==> config.mk <==
export PLATFORM = sky130hd
export DESIGN_NAME = wrr_grant_scheduler
export DESIGN_NICKNAME = d
export VERILOG_FILES = /design/src/rtl/wrr_grant_scheduler.sv
export SDC_FILE = /design/constraint.sdc
export NUM_CORES = 1
export LEC_CHECK = 0
export ABC_AREA = 0
export CAP_MARGIN = 20
export CORE_ASPECT_RATIO = 1.4
export CORE_MARGIN = 5
export CORE_UTILIZATION = 51
export CTS_BUF_LIST = sky130_fd_sc_hd__clkbuf_8
export CTS_CLUSTER_DIAMETER = 30
export DETAILED_ROUTE_END_ITERATION = 8
export GPL_TIMING_DRIVEN = 0
export PLACE_DENSITY = 0.84
export SLEW_MARGIN = 10
export SYNTH_ARGS = -nofsm -noshare
export SYNTH_HDL_FRONTEND = slang
export SYNTH_SLANG_ARGS = --single-unit
==> constraint.sdc <==
create_clock -name clk -period 3.67 [get_ports clk]
set_clock_uncertainty 0.1 [all_clocks]
set_input_delay 1.101 -clock clk [delete_from_list [all_inputs] [get_ports clk]]
set_output_delay 1.101 -clock clk [all_outputs]
set_load 0.01 [all_outputs]
==> src/rtl/wrr_grant_scheduler.sv <==
// ============================================================================
// wrr_grant_scheduler : weighted round-robin grant scheduler with burst hold
// Revision : 1.0
// ============================================================================
`default_nettype none

module wrr_grant_scheduler #(
  parameter  int NUM_REQ  = 4,
  parameter  int WEIGHT_W = 4,
  localparam int IDX_W    = $clog2(NUM_REQ)
) (
  input  logic                clk,
  input  logic                reset,
  input  logic [NUM_REQ-1:0]  req_i,
  input  logic [NUM_REQ-1:0]  last_i,
  input  logic                cfg_we_i,
  input  logic [IDX_W-1:0]    cfg_idx_i,
  input  logic [WEIGHT_W-1:0] cfg_weight_i,
  output logic [NUM_REQ-1:0]  grant_o,
  output logic [IDX_W-1:0]    grant_id_o,
  output logic                busy_o,
  output logic [WEIGHT_W-1:0] beat_cnt_o
);

  typedef enum logic [0:0] {IDLE = 1'b0, HOLD = 1'b1} state_t;

  state_t              state_q, state_d;
  logic [NUM_REQ-1:0]  grant_q, grant_d;
  logic [IDX_W-1:0]    owner_q, owner_d;
  logic [IDX_W-1:0]    ptr_q, ptr_d;
  logic [WEIGHT_W-1:0] beat_q, beat_d;
  logic [WEIGHT_W-1:0] len_q, len_d;
  logic                busy_q, busy_d;
  logic [WEIGHT_W-1:0] weight_q [NUM_REQ];

  logic                w_cfg_hit;
  logic                w_release;
  logic [IDX_W-1:0]    w_next_ptr;
  logic [IDX_W-1:0]    w_start;
  logic                w_sel_valid;
  logic [IDX_W-1:0]    w_sel_idx;
  logic [WEIGHT_W-1:0] w_sel_weight;
  logic [WEIGHT_W-1:0] w_sel_len;

  assign w_cfg_hit = cfg_we_i && (int'(cfg_idx_i) < NUM_REQ);

  always_ff @(posedge clk) begin
    for (int k = 0; k < NUM_REQ; k++) begin
      if (reset) begin
        weight_q[k] <= WEIGHT_W'(1);
      end else if (w_cfg_hit && (cfg_idx_i == IDX_W'(k))) begin
        weight_q[k] <= cfg_weight_i;
      end
    end
  end

  // Release is decided on the pre-increment count, so beat_cnt never wraps.
  assign w_release = (state_q == HOLD) &&
                     (!req_i[owner_q] || last_i[owner_q] ||
                      ((beat_q + WEIGHT_W'(1)) == len_q));

  assign w_next_ptr = (owner_q == IDX_W'(NUM_REQ - 1)) ? '0 : owner_q + 1'b1;
  assign w_start    = w_release ? w_next_ptr : ptr_q;

  // Descending scan so the requester closest to w_start is written last.
  always_comb begin
    w_sel_valid = 1'b0;
    w_sel_idx   = '0;
    for (int i = NUM_REQ - 1; i >= 0; i--) begin
      int               s;
      logic [IDX_W-1:0] idx;
      s = int'(w_start) + i;
      if (s >= NUM_REQ) s = s - NUM_REQ;
      idx = IDX_W'(s);
      if (req_i[idx]) begin
        w_sel_valid = 1'b1;
        w_sel_idx   = idx;
      end
    end
  end

  // A write landing on the same edge as the grant wins over the stored weight.
  assign w_sel_weight = (w_cfg_hit && (cfg_idx_i == w_sel_idx)) ? cfg_weight_i
                                                                : weight_q[w_sel_idx];
  assign w_sel_len    = (w_sel_weight == '0) ? WEIGHT_W'(1) : w_sel_weight;

  always_comb begin
    state_d = state_q;
    grant_d = grant_q;
    owner_d = owner_q;
    ptr_d   = ptr_q;
    beat_d  = beat_q;
    len_d   = len_q;
    busy_d  = busy_q;
    case (state_q)
      IDLE: begin
        if (w_sel_valid) begin
          state_d            = HOLD;
          grant_d            = '0;
          grant_d[w_sel_idx] = 1'b1;
          owner_d            = w_sel_idx;
          beat_d             = '0;
          len_d              = w_sel_len;
          busy_d             = 1'b1;
        end
      end
      HOLD: begin
        if (w_release) begin
          ptr_d  = w_next_ptr;
          beat_d = '0;
          if (w_sel_valid) begin
            grant_d            = '0;
            grant_d[w_sel_idx] = 1'b1;
            owner_d            = w_sel_idx;
            len_d              = w_sel_len;
          end else begin
            state_d = IDLE;
            grant_d = '0;
            busy_d  = 1'b0;
          end
        end else begin
          beat_d = beat_q + WEIGHT_W'(1);
        end
      end
      default: begin
        state_d = IDLE;
        grant_d = '0;
        busy_d  = 1'b0;
      end
    endcase
  end

  always_ff @(posedge clk) begin
    if (reset) begin
      state_q <= IDLE;
      grant_q <= '0;
      owner_q <= '0;
      ptr_q   <= '0;
      beat_q  <= '0;
      len_q   <= WEIGHT_W'(1);
      busy_q  <= 1'b0;
    end else begin
      state_q <= state_d;
      grant_q <= grant_d;
      owner_q <= owner_d;
      ptr_q   <= ptr_d;
      beat_q  <= beat_d;
      len_q   <= len_d;
      busy_q  <= busy_d;
    end
  end

  assign grant_o    = grant_q;
  assign grant_id_o = owner_q;
  assign busy_o     = busy_q;
  assign beat_cnt_o = beat_q;

endmodule

`default_nettype wire

==> flow_summary.toml <==
[cells_and_area]
area_growth_pct = 31.9
diodes = 0
final_common_cell = "nor2_1"
finalCoreUtilization = 0.692
fill_cells = 269
final_cells = 279
drive_gt1_frac = 0.190
layout.nets = 256
postLayoutCellArea_um2 = 2520
final_cell_mix = "nor2_1, clkdlybuf4s50_1, dfxtp_1"

[sta]
rsz0062_at_grt = "yes"
setup_viol = 0
finalMaxSlewViolations = 0
period_needed_ps = 3650
finalCritPeriodShare = 0.995
max_freq_mhz = 274
maxSlewHeadroom = 0.555
worstMarginPinSlew_ps = 661
finalHoldViolations = 0
fin_ws_ps = 16.6

[pwr]
p_total_mw = 1.54
leakagePower_nw = 1.03
power_density_nw_per_um2 = 610
peakVddDrop_mv = 0.485

[synthesis]
synthDistinctLibCells = 44
synth-edff-count = 16
synth_warnings = 0
postSynthAreaPerCell_um2 = 9.96
synth_cells = 192
postSynth.asyncResetShare = 0
ys_ff_latch = 34
synth.yosys.seq_area_share = 0.440
syn_nets = 212
syn_area_um2 = 1910
synth_ff_type = "dfxtp_1"

[detailed_routing]
ant_nets = 0
avgViaCountPerCell = 5.82
drt_iter0_drc = 79
wl_per_cell_um = 16.5
first_pass_iters = 4
num_vias = 1623
drc_errors = 0
routed_wl_um = 4590

[die]
rows = 26
core_um2 = 3640
num_io_pins = 28
die_area_um2 = 5090
die_y_um = 82.5
initial_core_util = 0.525
die_w_um = 61.8

[place]
dp_hpwl_um = 3170
place_area_um2 = 2240
placed_cells = 261
pre_cts_slack_ps = -827
numPortBuffers = 27
place_congestion = 0.858

[global_route]
grt_usage = 0.204
antenna_found_initial = 0
grt_pass1_vias = 1609
grt_max_degree = 12
grt_overflow = 0
grt_pass1_wl_um = 7470

[worst_hold_path]
hp-class = "register to register"

[worst_setup_path]
max_stage_delay_ps = 500
worstPathArrival_ps = 3720
critPathKind = "input pin to register"
path_cells = "buf_8 -> nor2b_1 -> mux4_2 -> o32ai_4 -> mux2i_4 -> a32o_2 -> and2_4 -> buf_8 -> mux2i_1 -> mux2i_1 -> a311oi_1 -> o21ai_1"
cp.required_ps = 3730
cp_slowest_cell = "mux4_2"
crit_fanout = 6
worst_setup_path_start_kind = "input pin"
cp-end-kind = "register"

[clock_network]
cts_tree = "done"
cts_sinks = 34
path_clk_slew_ps = 70
root_buffer = "clkbuf_8"
insertion_delay_ps = 290
h-tree-depth = 2
cts_made_buffers = 5
cts_buffer_depth = 2

[run]
maxCapViolations = 0

[outcome]
outcome = "completed"
-- routing by layer --
metal,global-route usage,share of wire,wire length (µm),vias to the layer above
li1,-,-,-,794
met1,0.213,0.37,1680,768
met2,0.361,0.55,2510,47
met3,0.0560,0.052,239,14
met4,0.106,0.036,166,0
met5,0,0,0,-
-- registers in the layout, indices dropped and copies added, names as in the netlist --
signal,count
weight_q,16
beat_cnt_o,4
grant_o,4
len_q,4
grant_id_o,2
ptr_q,2
busy_o,1
state_q,1
-- cell usage after synthesis (2+ instances only) --
| master | number | area (µm²) |
|---|---|---|
| nor4_1 | 11 | 68.8 |
| nor3_1 | 6 | 30.0 |
| a21o_1 | 2 | 15.0 |
| nand3b_1 | 2 | 15.0 |
| clkbuf_1 | 6 | 22.5 |
| edfxtp_1 | 16 | 480 |
| nand2_1 | 14 | 52.6 |
| nand2b_1 | 2 | 12.5 |
| nor2_1 | 21 | 78.8 |
| mux2_2 | 3 | 33.8 |
| o21ai_1 | 3 | 15.0 |
| and3_1 | 2 | 12.5 |
| ha_1 | 3 | 37.5 |
| mux2i_1 | 15 | 150 |
| a31o_2 | 4 | 35.0 |
| xor2_1 | 2 | 17.5 |
| xnor2_1 | 3 | 26.3 |
| a22o_1 | 4 | 35.0 |
| o21ai_0 | 5 | 25.0 |
| nor2b_1 | 4 | 25.0 |
| or4_1 | 3 | 22.5 |
| dfxtp_1 | 18 | 360 |
| a21oi_1 | 9 | 45.0 |
| nand3_1 | 2 | 10.0 |
| inv_1 | 10 | 37.5 |
| and2_1 | 2 | 12.5 |
| a31oi_1 | 2 | 12.5 |
| o21a_1 | 2 | 15.0 |
-- critical path, delay by kind of cell --
family	cells	cell delay, ps
simple gates	2	320
compound gates	4	880
buf+inv	2	240
mux	4	1180
-- kinds of logic (layout without fill, tap and decap cells) --
kind of cell | Yosys count | after routing | share of synthesized area
mux | 19 | 19 | 0.108
flops | 34 | 34 | 0.440
simple gates | 75 | 75 | 0.208
xor+xnor | 6 | 6 | 0.0347
fa+ha+maj | 3 | 3 | 0.0196
compound gates | 37 | 37 | 0.150
buf+inv | 18 | 63 | 0.0399
-- stage by stage --
step / TNS (ps) / hold WS [ps]
6_report: 0 / 381
5_1_grt: -119 / 401
4_1_cts: 0 / 388
3_5_place_dp: -5190 / 363
3_3_place_gp: -4960 / 361
2_1_floorplan: 0 / 394
-- path summary, 6_finish.rpt --
check                     start    endpoint  slack (ps)  cells after the start
setup / recovery       req_i[3]    len_q[0]          20                     12
hold / removal       grant_o[2]  grant_o[2]         380                      1
setup reg to reg  beat_cnt_o[0]    len_q[0]         370                     12
hold reg to reg      grant_o[2]  grant_o[2]         380                      1
-- area by class of cell --
| cell class | count | area [µm²] | area share |
|---|---|---|---|
| Clock inverter | 3 | 63.8 | 0.0253 |
| Multi-Input combinational cell | 140 | 1050 | 0.418 |
| Tap cell | 42 | 52.6 | 0.0208 |
| Clock buffer | 5 | 68.8 | 0.0273 |
| Buffer | 7 | 37.5 | 0.0149 |
| Inverter | 11 | 43.8 | 0.0174 |
| Sequential cell | 34 | 841 | 0.333 |
| Timing Repair Buffer | 37 | 362 | 0.143 |
-- repair_timing --
action                     CTS  global route
setup endpoints to repair    8             4
gates resized for setup     24            26
hold buffers                 0             0
cloned                       1             0
setup buffers                8             1
pin swaps                    6             3
-- power by group --
group,switching (mW),internal [mW],total (mW)
combinational,0.300,0.343,0.644
sequential,0.0384,0.453,0.491
clock,0.135,0.269,0.404
No activity file was read; power rests on OpenSTA's default activity.
